### src/rtl/dmem_pkg.sv
// Shared types for the data-memory arbiter: FSM state, port index and latched access request.
package dmem_pkg;

  localparam int DMEM_WORDS = 64;
  localparam int DMEM_DW    = 32;

  typedef enum logic [0:0] {
    IDLE   = 1'b0,
    ACCESS = 1'b1
  } state_e;

  typedef logic [0:0] port_t;

  typedef struct packed {
    port_t              port;
    logic               we;
    logic [DMEM_DW-1:0] addr;
    logic [DMEM_DW-1:0] wdata;
  } acc_req_t;

endpackage

### src/rtl/dmem_arbiter_if.sv
// Requester-side and memory-side signals of the data-memory arbiter; the arbiter is the slave.
interface dmem_arbiter_if #(
  parameter int DW = 32
) ();

  logic          REQ0, REQ1;
  logic          WE0, WE1;
  logic [DW-1:0] ADDR0, ADDR1;
  logic [DW-1:0] WDATA0, WDATA1;
  logic          GNT0, GNT1;
  logic          RVALID0, RVALID1;
  logic [DW-1:0] RDATA0, RDATA1;
  logic          ERR0, ERR1;
  logic [DW-1:0] MEM_ADDRESS;
  logic [DW-1:0] MEM_WRITE_DATA;
  logic          MEM_WRITE;
  logic          MEM_READ;
  logic [DW-1:0] MEM_READ_DATA;

  modport slave (
    input  REQ0, REQ1, WE0, WE1, ADDR0, ADDR1, WDATA0, WDATA1, MEM_READ_DATA,
    output GNT0, GNT1, RVALID0, RVALID1, RDATA0, RDATA1, ERR0, ERR1,
           MEM_ADDRESS, MEM_WRITE_DATA, MEM_WRITE, MEM_READ
  );

  modport master (
    output REQ0, REQ1, WE0, WE1, ADDR0, ADDR1, WDATA0, WDATA1, MEM_READ_DATA,
    input  GNT0, GNT1, RVALID0, RVALID1, RDATA0, RDATA1, ERR0, ERR1,
           MEM_ADDRESS, MEM_WRITE_DATA, MEM_WRITE, MEM_READ
  );

endinterface

### src/rtl/dmem_arb_pick.sv
// Combinational two-way picker: a lone requester wins, on conflict the pointer names the winner.
module dmem_arb_pick
  import dmem_pkg::*;
(
  input  logic [1:0] req_i,
  input  port_t      ptr_i,
  output logic [1:0] gnt_o,
  output port_t      win_o
);

  always_comb begin
    // NOTE: every output gets a default first so no path leaves it unassigned (no latch).
    win_o = '0;
    gnt_o = '0;
    if (&req_i)       win_o = ptr_i;
    else if (req_i[1]) win_o = 1'b1;
    if (|req_i) gnt_o[win_o] = 1'b1;
  end

endmodule

### src/rtl/dmem_arbiter.sv
// Two-port arbiter and one-cycle access sequencer for the 64-word data memory.
// Optional round-robin priority is built when DMEM_ARB_RR_EN is defined; otherwise port 0 always wins.
module dmem_arbiter
  import dmem_pkg::*;
#(
  parameter int DW     = DMEM_DW,
  parameter int AW_MEM = 6
) (
  input logic            CLK,
  input logic            RST_N,
  dmem_arbiter_if.slave  bus
);

  localparam logic [0:0] S_IDLE   = IDLE;
  localparam logic [0:0] S_ACCESS = ACCESS;

  logic [0:0]    state_q, state_d;
  acc_req_t      lat_q, lat_d;
  logic [1:0]    rvalid_q, rvalid_d;
  logic [1:0]    err_q, err_d;
  logic [DW-1:0] rdata0_q, rdata0_d;
  logic [DW-1:0] rdata1_q, rdata1_d;
  logic [1:0]    req, gnt_raw, gnt;
  port_t         win, ptr;
  logic          in_access, in_range;

  assign req = {bus.REQ1, bus.REQ0};

`ifdef DMEM_ARB_RR_EN
  port_t ptr_q, ptr_d;

  // After serving a port, the other one has priority on the next conflict.
  assign ptr   = ptr_q;
  assign ptr_d = (|gnt) ? ~win : ptr_q;

  always_ff @(posedge CLK) begin
    if (!RST_N) ptr_q <= '0;
    else        ptr_q <= ptr_d;
  end
`else
  assign ptr = '0;
`endif

  dmem_arb_pick u_pick (
    .req_i (req),
    .ptr_i (ptr),
    .gnt_o (gnt_raw),
    .win_o (win)
  );

  assign gnt      = RST_N ? gnt_raw : 2'b00;
  assign bus.GNT0 = gnt[0];
  assign bus.GNT1 = gnt[1];

  assign in_access = (state_q == S_ACCESS);
  assign in_range  = (lat_q.addr[DW-1:AW_MEM] == '0);

  // Gating the write strobe with RST_N drops a write caught in its ACCESS cycle by reset.
  assign bus.MEM_WRITE      = in_access & lat_q.we & in_range & RST_N;
  assign bus.MEM_READ       = in_access & ~lat_q.we & in_range;
  assign bus.MEM_ADDRESS    = in_access ? lat_q.addr  : '0;
  assign bus.MEM_WRITE_DATA = in_access ? lat_q.wdata : '0;

  always_comb begin
    state_d  = (|gnt) ? S_ACCESS : S_IDLE;
    lat_d    = lat_q;
    rvalid_d = '0;
    err_d    = '0;
    rdata0_d = rdata0_q;
    rdata1_d = rdata1_q;
    if (|gnt) begin
      lat_d.port  = win;
      lat_d.we    = win[0] ? bus.WE1    : bus.WE0;
      lat_d.addr  = win[0] ? bus.ADDR1  : bus.ADDR0;
      lat_d.wdata = win[0] ? bus.WDATA1 : bus.WDATA0;
    end
    if (in_access) begin
      rvalid_d[lat_q.port] = 1'b1;
      err_d[lat_q.port]    = ~in_range;
      if (lat_q.port == 1'b0) rdata0_d = in_range ? bus.MEM_READ_DATA : '0;
      else                    rdata1_d = in_range ? bus.MEM_READ_DATA : '0;
    end
  end

  always_ff @(posedge CLK) begin
    // NOTE: sequential state uses non-blocking assignments so every register samples pre-edge values.
    if (!RST_N) begin
      state_q  <= S_IDLE;
      lat_q    <= '0;
      rvalid_q <= '0;
      err_q    <= '0;
      rdata0_q <= '0;
      rdata1_q <= '0;
    end else begin
      state_q  <= state_d;
      lat_q    <= lat_d;
      rvalid_q <= rvalid_d;
      err_q    <= err_d;
      rdata0_q <= rdata0_d;
      rdata1_q <= rdata1_d;
    end
  end

  assign bus.RVALID0 = rvalid_q[0];
  assign bus.RVALID1 = rvalid_q[1];
  assign bus.ERR0    = err_q[0];
  assign bus.ERR1    = err_q[1];
  assign bus.RDATA0  = rdata0_q;
  assign bus.RDATA1  = rdata1_q;

endmodule
### src/flat_wrapper.sv
// flat-port wrapper written by rule: the top's interface ports become plain ports
module dmem_arbiter_flat import dmem_pkg::*;
#(
  parameter int DW     = DMEM_DW,
  parameter int AW_MEM = 6
)
  (CLK, RST_N, bus_REQ0, bus_REQ1, bus_WE0, bus_WE1, bus_ADDR0, bus_ADDR1, bus_WDATA0, bus_WDATA1, bus_MEM_READ_DATA, bus_GNT0, bus_GNT1, bus_RVALID0, bus_RVALID1, bus_RDATA0, bus_RDATA1, bus_ERR0, bus_ERR1, bus_MEM_ADDRESS, bus_MEM_WRITE_DATA, bus_MEM_WRITE, bus_MEM_READ);
  dmem_arbiter_if #(.DW(DW)) bus_i ();
  input logic CLK;
  input logic RST_N;
  input wire logic [$bits(bus_i.REQ0)-1:0] bus_REQ0;
  input wire logic [$bits(bus_i.REQ1)-1:0] bus_REQ1;
  input wire logic [$bits(bus_i.WE0)-1:0] bus_WE0;
  input wire logic [$bits(bus_i.WE1)-1:0] bus_WE1;
  input wire logic [$bits(bus_i.ADDR0)-1:0] bus_ADDR0;
  input wire logic [$bits(bus_i.ADDR1)-1:0] bus_ADDR1;
  input wire logic [$bits(bus_i.WDATA0)-1:0] bus_WDATA0;
  input wire logic [$bits(bus_i.WDATA1)-1:0] bus_WDATA1;
  input wire logic [$bits(bus_i.MEM_READ_DATA)-1:0] bus_MEM_READ_DATA;
  output wire logic [$bits(bus_i.GNT0)-1:0] bus_GNT0;
  output wire logic [$bits(bus_i.GNT1)-1:0] bus_GNT1;
  output wire logic [$bits(bus_i.RVALID0)-1:0] bus_RVALID0;
  output wire logic [$bits(bus_i.RVALID1)-1:0] bus_RVALID1;
  output wire logic [$bits(bus_i.RDATA0)-1:0] bus_RDATA0;
  output wire logic [$bits(bus_i.RDATA1)-1:0] bus_RDATA1;
  output wire logic [$bits(bus_i.ERR0)-1:0] bus_ERR0;
  output wire logic [$bits(bus_i.ERR1)-1:0] bus_ERR1;
  output wire logic [$bits(bus_i.MEM_ADDRESS)-1:0] bus_MEM_ADDRESS;
  output wire logic [$bits(bus_i.MEM_WRITE_DATA)-1:0] bus_MEM_WRITE_DATA;
  output wire logic [$bits(bus_i.MEM_WRITE)-1:0] bus_MEM_WRITE;
  output wire logic [$bits(bus_i.MEM_READ)-1:0] bus_MEM_READ;
  assign bus_i.REQ0 = bus_REQ0;
  assign bus_i.REQ1 = bus_REQ1;
  assign bus_i.WE0 = bus_WE0;
  assign bus_i.WE1 = bus_WE1;
  assign bus_i.ADDR0 = bus_ADDR0;
  assign bus_i.ADDR1 = bus_ADDR1;
  assign bus_i.WDATA0 = bus_WDATA0;
  assign bus_i.WDATA1 = bus_WDATA1;
  assign bus_i.MEM_READ_DATA = bus_MEM_READ_DATA;
  assign bus_GNT0 = bus_i.GNT0;
  assign bus_GNT1 = bus_i.GNT1;
  assign bus_RVALID0 = bus_i.RVALID0;
  assign bus_RVALID1 = bus_i.RVALID1;
  assign bus_RDATA0 = bus_i.RDATA0;
  assign bus_RDATA1 = bus_i.RDATA1;
  assign bus_ERR0 = bus_i.ERR0;
  assign bus_ERR1 = bus_i.ERR1;
  assign bus_MEM_ADDRESS = bus_i.MEM_ADDRESS;
  assign bus_MEM_WRITE_DATA = bus_i.MEM_WRITE_DATA;
  assign bus_MEM_WRITE = bus_i.MEM_WRITE;
  assign bus_MEM_READ = bus_i.MEM_READ;
  dmem_arbiter #(.DW(DW), .AW_MEM(AW_MEM)) u_core (.CLK(CLK), .RST_N(RST_N), .bus(bus_i));
endmodule
### config.mk
export PLATFORM = sky130hd
export DESIGN_NAME = dmem_arbiter_flat
export DESIGN_NICKNAME = d
export VERILOG_FILES = /design/src/rtl/dmem_pkg.sv /design/src/rtl/dmem_arbiter_if.sv /design/src/rtl/dmem_arb_pick.sv /design/src/rtl/dmem_arbiter.sv /design/src/flat_wrapper.sv
export SDC_FILE = /design/constraint.sdc
export NUM_CORES = 1
export LEC_CHECK = 0
export ABC_AREA = 1
export BUFFER_PORTS_ARGS = -buffer_cell sky130_fd_sc_hd__buf_2
export CORE_MARGIN = 2
export CORE_UTILIZATION = 42
export DETAILED_ROUTE_END_ITERATION = 10
export PLACE_DENSITY = 0.77
export SLEW_MARGIN = 20
export SYNTH_ARGS = -nofsm -noshare
export SYNTH_HDL_FRONTEND = slang
export SYNTH_SLANG_ARGS = --single-unit
### constraint.sdc
create_clock -name CLK -period 1.3 [get_ports CLK]
set_clock_uncertainty 0.15 [all_clocks]
set_input_delay 0.065 -clock CLK [delete_from_list [all_inputs] [get_ports CLK]]
set_output_delay 0.065 -clock CLK [all_outputs]
set_load 0.02 [all_outputs]
==> key figures, run 1 <==
Clocking
  • Clock sink total: 135
  • CTS Buf Count: 17
  • CTS tree: yes
  • Htree depth: 4
  • Reg clk slew, reported paths: around 0.060 ns
  • Root Driver: clkbuf_16
  • Worst-Skew Late Latency: ~0.42 ns
  • CTS Buffer Depth: 2

Place
  • # port buffers: between 300 and 400
  • Final RePlAce weighted congestion: approximately 0.86
  • Final HPWL DP: approximately 14000 µm
  • Post-Place Setup Slack: -0.281 ns

Setup path
  • Crit Path Class: flip-flop to primary output
  • Reg-to-Reg Start: u_core.lat_q[42]
  • CP most frequent cell: nand2_1
  • Worst-path fanout max: 2
  • Delay-heaviest family, CP: simple AND/OR/NAND/NOR gates
  • Crit path launch type: flip-flop
  • Critical path endpoint category: primary output
  • Arr. time, crit path: between 1.5 and 2 ns
  • Crit path largest cell delay: around 0.37 ns
  • WP buf/inv: 3
  • Worst path cell trace: inv_2 > nand2_1 > nor2_1 > nand2_1 > nor2_4 > buf_12 > nand2_8 > nor3_4 > buf_6
  • Slowest-stage cell, CP: dfxtp_1
  • Worst setup path start: u_core.lat_q[42]
  • Req. time, crit path: around 1.1 ns

Logic synthesis
  • Synth Flop Type: dfxtp_1
  • Top post-synthesis cells by area: dfxtp_1 (43%), nand2_1 (18%), a21oi_1 (10%), o21ai_0 (6.5%), nand3_1 (5.5%)
  • Synth Area in Adders: 0%
  • Compound-cell area share of the yosys netlist: 17.0%
  • Sequential area share after synthesis: between 40% and 50%
  • Synthesized cell area: between 0.006 and 0.007 mm²
  • Top cells by count, synth: nand2_1 (306), dfxtp_1 (135), a21oi_1 (127), o21ai_0 (82), inv_1 (81)
  • Syn nets: between 1000 and 1500
  • EDFF count, synth: 0
  • YS warnings: 0
  • Largest family of logic cells by synthesized area: simple AND/OR/NAND/NOR gates
  • Most frequent cell after synthesis: nand2_1
  • Cell taking the most area after synthesis: dfxtp_1
  • Post-synth top area share: a little over two fifths
  • Mux cell area share after synthesis: 0%
  • Simple-gate portion of the synthesized area: between 20 and 30%
  • Fraction of registers with async set/reset: 0%
  • Post-Synthesis Cells: 932
  • Yosys reg bits: around 140
  • Synth unique cells: 21
  • Post-synthesis xor/xnor area fraction: 0%
  • Avg Inst Size Synth: 6.79 µm²

Pwr
  • Pwr dens: roughly 1100 mW/mm²
  • Total power: between 0.01 and 0.015 W
  • Static leakage: around 6.3 nW
  • Maximum vdd drop: ~960 µV

Detailed routing
  • DRC: 0
  • Overall routed net length: 35500 µm
  • Via density per instance: 5.88
  • Drt first pass iters: 6
  • DR WL/cell: 21.8 µm
  • Iter 0 DRT Violations: around 1100
  • Antenna Nets Post-Route: 0
  • Vias post-DR: roughly 9600

Timing
  • Fin crit share: 149%
  • Final hold vios: 0
  • Final setup vio count: 132
  • Period minus WS final: around 1.9 ns
  • Count of pins over their slew limit: 0
  • Min Hold Slack: approximately 0.036 ns
  • Worst-Margin Slew: ~0.4 ns
  • Unrepaired setup endpoints after global routing: yes
  • Setup slack after layout: -0.636 ns
  • Normalized max-slew margin: 73.6%
  • Max Fclk: approximately 520 MHz

Floorplanning
  • DIE WIDTH: 127 µm
  • # rows: 44
  • Core ar.: around 0.015 mm²
  • I/O pin cnt: around 300
  • Die Y: ~130 µm
  • Full die area: about 0.016 mm²
  • Initial core utilization: 43.2%

GRT
  • Vias in the first global route: about 9400
  • Gr usage total: 37.6%
  • Pin count of the biggest net entering global routing: between 50 and 60
  • First-pass GRT wire length: 47700 µm
  • Grt ovf: 0
  • Initial antenna violation count: 1

Status
  • Failing checks: setup timing
  • Status: finished, violations left

Cells and area
  • Final #Nets: 1597
  • Share of layout cells above drive strength 1: between 40% and 50%
  • Area occupied by registers: 0.00272 mm²
  • Area growth syn-to-layout: 98.4%
  • Multi-input gate area in the final layout: between 0.003 and 0.004 mm²
  • Fill count: around 700

Worst hold path
  • Hold Crit Start: RST_N
  • Hold Crit Class: input pin to flip-flop

Flow run
  • Max Cap Viol: 0
-- where the power goes --
group	switching [W]	leakage (nW)	internal [W]
sequential	0.000221	1.11	0.00440
combinational	0.00196	4.88	0.00156
clock	0.00204	0.291	0.00309
-- per-stage QoR --
stage                     instance area (µm²)  util (%)  TNS (ns)  cells
after floorplan                          6370         -     -6.15    932
after global placement                   8520      58.2    -14.78   1411
after detailed placement                 8520      58.2    -16.68   1411
after CTS                               11800      80.8    -45.07   1630
after global routing                    12600      85.7    -61.07   1629
final                                   12600      85.7    -51.40   1629
-- worst reg2reg max path, delay by kind of cell, from the launching register on --
family	cells	cell delay, ns
buf+inv	5	0.64
simple gates	5	0.48
flops	1	0.37
compound gates	1	0.17
-- cells in the final DEF, fill, tap and decap left out, types with 12 or more instances in the layout --
master,instances
nand3_1,65
nand3_4,32
dfxtp_1,127
buf_4,44
nand2_2,13
a21oi_1,65
inv_1,12
inv_2,71
buf_2,235
buf_12,34
nand2_4,49
dlygate4sd3_1,164
clkbuf_16,19
buf_6,73
o21ai_0,82
a21oi_2,64
nand2_1,243
-- flip-flops by register name (all words and copies together) (netlist names) --
register           cells
u_core.lat_q          66
u_core.in_access       1
u_core.bus.RDATA0     32
u_core.rvalid_q        2
u_core.bus.RDATA1     32
u_core.err_q           2
-- kinds of logic after synthesis --
family / count (synthesis)
flip-flops: 135
AND/OR/NAND/NOR: 422
AO/OA/AOI/OAI: 213
buffers and inverters: 162
-- routing by layer --
metal | up-vias | wire length [µm] | GRT usage (%)
met5 | - | 0 | 0
li1 | 4001 | - | -
met2 | 851 | 17500 | 65.9
met4 | 0 | 3340 | 28.7
met1 | 4410 | 11400 | 38.6
met3 | 319 | 3290 | 9.28
-- worst paths after layout --
check                     endpoint  slack [ns]  cells past startpoint
max                   bus_MEM_READ       -0.64                      9
min               u_core.lat_q[64]        0.04                      4
max reg2reg  u_core.bus.RDATA0[14]       -0.56                     11
min reg2reg       u_core.lat_q[41]        0.31                      2
-- what timing repair did --
item / in CTS / in global routing
pin swaps: 51 / 29
hold endpoints to repair: 130 / 0
endpoints found under the setup margin: 132 / 133
setup buffers: 20 / 10
gates cloned: 3 / 2
hold buffers: 164 / 0
gates resized for setup: 287 / 194
-- area by class of cell --
class	instances	area share (%)
Tap cell	184	1.83
Timing Repair Buffer	554	37.7
Antenna cell	1	0.0199
Sequential cell	135	21.6
Clock buffer	19	3.53
Inverter	88	2.71
Clock inverter	13	1.36
Multi-Input combinational cell	635	31.2
No activity file was read; power rests on OpenSTA's default activity.
==> run 2, diff against run 1 <==
--- a/config.mk
+++ b/config.mk
@@ -7,10 +7,12 @@
 export LEC_CHECK = 0
 export ABC_AREA = 1
 export BUFFER_PORTS_ARGS = -buffer_cell sky130_fd_sc_hd__buf_2
+export CELL_PAD_IN_SITES_DETAIL_PLACEMENT = 0
+export CELL_PAD_IN_SITES_GLOBAL_PLACEMENT = 1
 export CORE_MARGIN = 2
-export CORE_UTILIZATION = 42
+export CORE_UTILIZATION = 28
 export DETAILED_ROUTE_END_ITERATION = 10
-export PLACE_DENSITY = 0.77
+export PLACE_DENSITY_LB_ADDON = 0.1
 export SLEW_MARGIN = 20
 export SYNTH_ARGS = -nofsm -noshare
 export SYNTH_HDL_FRONTEND = slang
==> run 2 against run 1 <==
The run still ends with setup timing left; maximum frequency increased by 5.4%; sequential power decreased by 0.9%; global-route usage is 16 points lower; register-to-register slack better by 0.09 ns; clock-buffer cell count is 2 lower; flip-flop and latch count unchanged; die area increased by 48%; sequential share of layout area fell by 0.35 points; total power shrank 4.0%; critical path type unchanged.
==> key figures, run 2 (synthesis gave the netlist of run 1 again) <==
Status
  • Status: finished, violations left
  • Failing checks: setup timing

Clocking
  • CTS Buf Count: 17 (unchanged)
  • CTS tree: yes
  • Worst-Skew Late Latency: 0.42 ns (about the same)
  • CTS Buffer Depth: 2 (unchanged)
  • Htree depth: 4 (unchanged)
  • Reg clk slew, reported paths: 0.06 ns (about the same)
  • Root Driver: clkbuf_16
  • Clock sink total: 135 (unchanged)

Pwr
  • Static leakage: 6.48 nW (+3.2%)
  • Maximum vdd drop: 585 µV (-39%)
  • Pwr dens: 992 mW/mm² (-6.1%)

GRT
  • Initial antenna violation count: 2 (+1)
  • First-pass GRT wire length: 41400 µm (-13%)
  • Vias in the first global route: 7916 (-16%)
  • Pin count of the biggest net entering global routing: 81 (+47%)
  • Grt ovf: 0 (unchanged)
  • Gr usage total: 21.9% (-16 points)

Cells and area
  • Fill count: 2046 (+200%)
  • Final design utilization: 58.3% (-27 points)
  • Final #Nets: 1604 (+0.44%)
  • Commonest non-fill, non-tap cell in the layout: buf_2
  • Largest register FFs: 66 (unchanged)
  • Cell Count, Final, Fillers Out: 1733 (+6.4%)
  • Area growth syn-to-layout: 103%
  • Share of layout cells above drive strength 1: 48.0% (+1.2 points)
  • Largest Register: u_core.lat_q
  • Commonest cells after routing, fill and taps aside: buf_2 (235), nand2_1 (234), dlygate4sd3_1 (167)

Timing
  • Fin crit share: 141% (-7.6 points)
  • Min Hold Slack: 0.0144 ns (-0.0218 ns)
  • Setup slack after layout: -0.538 ns (+0.0985 ns)
  • Normalized max-slew margin: 78.6% (+5.0 points)
  • Count of pins over their slew limit: 0 (unchanged)
  • Unrepaired setup endpoints after global routing: yes
  • Worst-Margin Slew: 0.321 ns (-0.0704 ns)
  • Period minus WS final: 1.84 ns (-0.0985 ns)
  • Final hold vios: 0 (unchanged)
  • Max Fclk: 544 MHz (+5.4%)
  • Final setup vio count: 132 (unchanged)

Place
  • # port buffers: 301 (unchanged)
  • Final HPWL DP: 15600 µm (+8.3%)
  • Final RePlAce weighted congestion: 0.798 (-7.2%)
  • Dpl cells: 1496 (+6.0%)

Detailed routing
  • Overall routed net length: 26600 µm (-25%)
  • Drt first pass iters: 4 (-2)
  • Antenna Nets Post-Route: 0 (unchanged)
  • Iter 0 DRT Violations: 328 (-71%)
  • Via density per instance: 4.56 (-23%)
  • DR WL/cell: 15.4 µm (-30%)
  • DRC: 0 (unchanged)
  • Vias post-DR: 7894 (-18%)

Flow run
  • Max Cap Viol: 0 (unchanged)

Setup path
  • Crit path launch type: flip-flop
  • Reg-to-Reg Start: u_core.lat_q[46]
  • Worst setup path start: u_core.lat_q[58]
  • Arr. time, crit path: 1.62 ns (-0.10 ns)
  • Req. time, crit path: 1.09 ns (about the same)
  • Crit Path Class: flip-flop to primary output
  • Worst-path fanout max: 2 (unchanged)
  • Critical path endpoint category: primary output

Floorplanning
  • Die Y: 154 µm (+22%)
  • I/O pin cnt: 302 (unchanged)
  • Full die area: 0.0238 mm² (+48%)
  • # rows: 54 (+23%)
  • DIE WIDTH: 154 µm (+22%)
  • Initial core utilization: 28.7% (-14 points)
  • Core ar.: 0.0220 mm² (+50%)

Worst hold path
  • Hold Crit Class: input pin to flip-flop
  • Hold Crit Start: RST_N
-- run 2: cell type report --
class | count | area, µm² | area share [%]
antenna | 2 | 5.00 | 0.0390
clock buffer | 17 | 425 | 3.32
clock inverter | 15 | 148 | 1.15
inverter | 88 | 330 | 2.57
multi-input combinational | 635 | 3940 | 30.7
sequential | 135 | 2730 | 21.3
tap | 280 | 350 | 2.73
timing repair buffer | 561 | 4900 | 38.2
-- run 2: timing repair --
item,in CTS,in global routing
endpoints found under the hold margin,130,1
setup buffers,20,10
resized for setup,325,176
pin swaps,53,56
cloned,16,2
endpoints found under the setup margin,132,142
hold buffers,166,2
-- run 2: final timing paths --
kind / slack, ns / endpoint / depth (start not counted)
worst max-delay path: -0.54 / bus_MEM_READ / 7
worst min-delay path: 0.01 / u_core.lat_q[55] / 4
worst max register to register: -0.47 / u_core.bus.RDATA1[30] / 11
worst min register to register: 0.30 / u_core.lat_q[44] / 2
-- run 2: critical path, stage by stage (launching register included) --
cell and delay, ns:
dfxtp_2 0.32, nor2_2 0.11, nand2_2 0.07, nor3_4 0.20, buf_6 0.13, nand2_4 0.06, nor3_4 0.15, buf_6 0.15
-- run 2: power by group --
part / switching [W] / internal, W / total (W)
clock: 0.00219 / 0.00255 / 0.00474
combinational: 0.00175 / 0.00167 / 0.00342
sequential: 0.000178 / 0.00440 / 0.00458
total: 0.00411 / 0.00862 / 0.0127
-- run 2: routing by layer --
metal / global-route usage [%] / share of wire [%] / wire length, µm
met1: 25.5 / 41 / 11000
met2: 38.6 / 50 / 13200
met3: 6.39 / 6.2 / 1650
met4: 7.58 / 2.6 / 699
met5: 0 / 0 / 0
-- run 2: metrics by stage --
step / TNS (ns) / worst slack, ns / power [W] / instance area (µm²)
final: -46.15 / -0.538 / 0.0127 / 12800
after global routing: -56.76 / -0.648 / 0.0133 / 12800
after CTS: -45.74 / -0.614 / 0.0127 / 12300
after detailed placement: -19.79 / -0.338 / 0.00674 / 8510
after global placement: -18.58 / -0.303 / 0.00676 / 8510
after floorplan: -6.15 / -0.253 / 0.00578 / 6370
==> run 3, diff against run 2 <==
--- a/config.mk
+++ b/config.mk
@@ -10,7 +10,9 @@
 export CELL_PAD_IN_SITES_DETAIL_PLACEMENT = 0
 export CELL_PAD_IN_SITES_GLOBAL_PLACEMENT = 1
 export CORE_MARGIN = 2
-export CORE_UTILIZATION = 28
+export CORE_UTILIZATION = 29
+export CTS_BUF_LIST = sky130_fd_sc_hd__clkbuf_8
+export CTS_CLUSTER_SIZE = 14
 export DETAILED_ROUTE_END_ITERATION = 10
 export PLACE_DENSITY_LB_ADDON = 0.1
 export SLEW_MARGIN = 20
==> run 3 against run 2 <==
The run still ends with setup timing left; via count down 1.9%; clock power is 23% lower; design area down 4.1%; first-iteration DRC count shrank 19%; combinational power decreased by 5%; wire length is 4.5% lower; non-clock buffer count down 6; sequential power is essentially flat; clock-buffer cell count unchanged; sequential share of layout area rose by 0.78 points; register-to-register slack improved by 0.08 ns; critical path type unchanged; largest cell class unchanged; largest power group is now sequential cells; highest routed layer unchanged.
==> key figures, run 3 (synthesis gave the netlist of run 1 again) <==
Cells and area
  • Commonest non-fill, non-tap cell in the layout: nand2_1
  • Area occupied by registers: 0.00272 mm² (-0.55%)
  • Share of layout cells above drive strength 1: 45.1% (-2.9 points)
  • Number of diodes: 0 (-2)
  • Multi-input gate area in the final layout: 0.00366 mm² (-7.2%)
  • Area growth syn-to-layout: 94.5%
  • Largest register FFs: 66 (unchanged)
  • Commonest cells after routing, fill and taps aside: nand2_1 (237), buf_2 (234), dlygate4sd3_1 (161)
  • Largest Register: u_core.lat_q
  • Fill count: 2050 (+0.20%)
  • Final instance area: 0.0123 mm² (-4.1%)
  • Final #Nets: 1598 (-0.37%)

Setup path
  • Arr. time, crit path: 1.65 ns (+0.03 ns)
  • Worst path cell trace: nor2_2 > nand2_2 > nor3_4 > buf_12 > nand2_4 > nor3_4 > buf_6
  • Reg2Reg Depth: 9 (-2)
  • CP most frequent cell: nor3_4
  • Worst-path fanout max: 2 (unchanged)
  • RR Endpoint: u_core.bus.RDATA0[1]
  • Slowest-stage cell, CP: dfxtp_2
  • Reg2reg setup slack: -0.39 ns (+0.08 ns)
  • Crit path launch type: flip-flop
  • Req. time, crit path: 1.09 ns (about the same)
  • Crit path largest cell delay: 0.33 ns (about the same)
  • Critical path endpoint category: primary output
  • Crit Path Class: flip-flop to primary output
  • Reg-to-Reg Start: u_core.lat_q[60]

Place
  • Final HPWL DP: 15700 µm (+0.20%)
  • Dpl cell area: 0.00867 mm² (+1.9%)
  • Final RePlAce weighted congestion: 0.785 (-1.6%)
  • # port buffers: 301 (unchanged)
  • Post-Place Setup Slack: -0.296 ns (+0.0421 ns)

Floorplanning
  • Core ar.: 0.0216 mm² (-1.8%)
  • Full die area: 0.0230 mm² (-3.4%)
  • Initial core utilization: 29.3% (+0.54 points)
  • # rows: 54 (unchanged)
  • I/O pin cnt: 302 (unchanged)
  • DIE WIDTH: 152 µm (-1.7%)
  • Die Y: 152 µm (-1.7%)

Clocking
  • Clock sink total: 135 (unchanged)
  • CTS Buffer Depth: 2 (unchanged)
  • CTS tree: yes
  • Worst-Skew Late Latency: 0.45 ns (+0.03 ns)
  • Root Driver: clkbuf_8
  • CTS Buf Count: 17 (unchanged)
  • Reg clk slew, reported paths: 0.08 ns (+0.02 ns)
  • Htree depth: 4 (unchanged)

GRT
  • Pin count of the biggest net entering global routing: 51 (-37%)
  • Gr usage total: 20.1% (-1.9 points)
  • Busiest grt layer: met2
  • Grt met2 use: 34.4% (-4.1 points)
  • Met1 Usage GRT: 24.0% (-1.5 points)
  • Vias in the first global route: 7245 (-8.5%)
  • Initial antenna violation count: 0 (-2)
  • Grt ovf: 0 (unchanged)
  • GR met3 Demand/Resource: 6.02% (-0.37 points)
  • First-pass GRT wire length: 36400 µm (-12%)

Flow run
  • Max Cap Viol: 0 (unchanged)

Worst hold path
  • Hold Crit Class: input pin to flip-flop
  • Hold endpoint: u_core.lat_q[57]
  • Hold Crit Depth: 6 (+2)
  • Hold Crit Start: RST_N

Pwr
  • Maximum vdd drop: 683 µV (+17%)
  • Total power: 0.0115 W (-10%)
  • Pwr dens: 931 mW/mm² (-6.1%)
  • Static leakage: 6.36 nW (-1.8%)

Timing
  • Fin crit share: 144% (+2.3 points)
  • Period minus WS final: 1.87 ns (+0.0295 ns)
  • Count of pins over their slew limit: 0 (unchanged)
  • Final setup vio count: 132 (unchanged)
  • Unrepaired setup endpoints after global routing: yes
  • Worst-Margin Slew: 0.356 ns (+0.0347 ns)
  • Final hold vios: 0 (unchanged)
  • Max Fclk: 536 MHz (-1.6%)
  • Normalized max-slew margin: 76.3% (-2.3 points)
  • Setup slack after layout: -0.567 ns (-0.0295 ns)

Status
  • Failing checks: setup timing
  • Status: finished, violations left

Detailed routing
  • Drt first pass iters: 4 (unchanged)
  • DRC: 0 (unchanged)
  • Via density per instance: 4.49 (-1.4%)
  • Antenna Nets Post-Route: 0 (unchanged)
  • DR WL/cell: 14.8 µm (-4.0%)
  • Vias post-DR: 7746 (-1.9%)
  • Iter 0 DRT Violations: 265 (-19%)
  • Overall routed net length: 25500 µm (-4.5%)
run 3: cell count changes in the layout (fill, tap and decap cells not counted), sizes merged:
cell and delta:
buf -6, dlygate4sd3 -6, clkbuf +4, dlymetal6s4s +3, clkinvlp -2, diode -2
inv +2, bufbuf -1, bufinv +1, clkinv -1
run 3: how the worst max path moves through the flow:
stage / start / to / slack [ns]
after global placement: u_core.lat_q[48] / bus_MEM_READ / -0.29
after detailed placement: u_core.lat_q[49] / u_core.bus.RDATA1[28] / -0.30
after global routing: u_core.lat_q[60] / bus_MEM_WRITE / -0.69
final: u_core.lat_q[60] / bus_MEM_READ / -0.57
after floorplan: u_core.lat_q[56] / bus_MEM_READ / -0.25
after CTS: u_core.lat_q[60] / bus_MEM_WRITE / -0.63
run 3: final cells by class:
type / count / share of cell area, %
repair buffers: 555 / 39.4
multi-input cells: 635 / 29.7
flip-flops and latches: 135 / 22.1
well taps: 280 / 2.85
inverters: 88 / 2.68
clock buffers: 17 / 1.90
clock inverters: 15 / 1.35
run 3: report_power, final:
part | switching (W) | internal [W]
Clock | 0.00201 | 0.00163
Sequential | 0.000176 | 0.00439
Combinational | 0.00163 | 0.00163
run 3: repair_timing:
action / 4_1_cts / 5_1_grt
buffers inserted: 9 / 5
hold buffers: 163 / 30
cloned: 7 / 6
endpoints found under the hold margin: 130 / 30
gates resized for setup: 328 / 90
pin swaps: 61 / 16
setup endpoints to repair: 132 / 198
run 3: layer usage:
| metal | share of wire [%] | up-vias | routed length, µm |
|---|---|---|---|
| met5 | 0 | - | 0 |
| met4 | 2.3 | 0 | 595 |
| met3 | 6.6 | 43 | 1670 |
| met2 | 49 | 227 | 12500 |
| met1 | 42 | 3482 | 10700 |
| li1 | - | 3994 | - |
run 3: stage by stage:
step	TNS [ns]	hold slack (ns)	std cells	utilization, %
6_report	-40.70	0.00571	1725	56.9
5_1_grt	-51.37	0.0285	1725	56.9
4_1_cts	-50.63	-0.0212	1716	54.9
3_5_place_dp	-18.51	0.195	1507	40.1
3_3_place_gp	-16.76	0.192	1507	40.1
2_1_floorplan	-6.15	-0.00569	932	-
run 3: critical path, delay by kind of cell (launching register included):
family	cells	cell delay [ns]
buffers and inverters	2	0.28
flip-flops	1	0.33
AND/OR/NAND/NOR	5	0.59
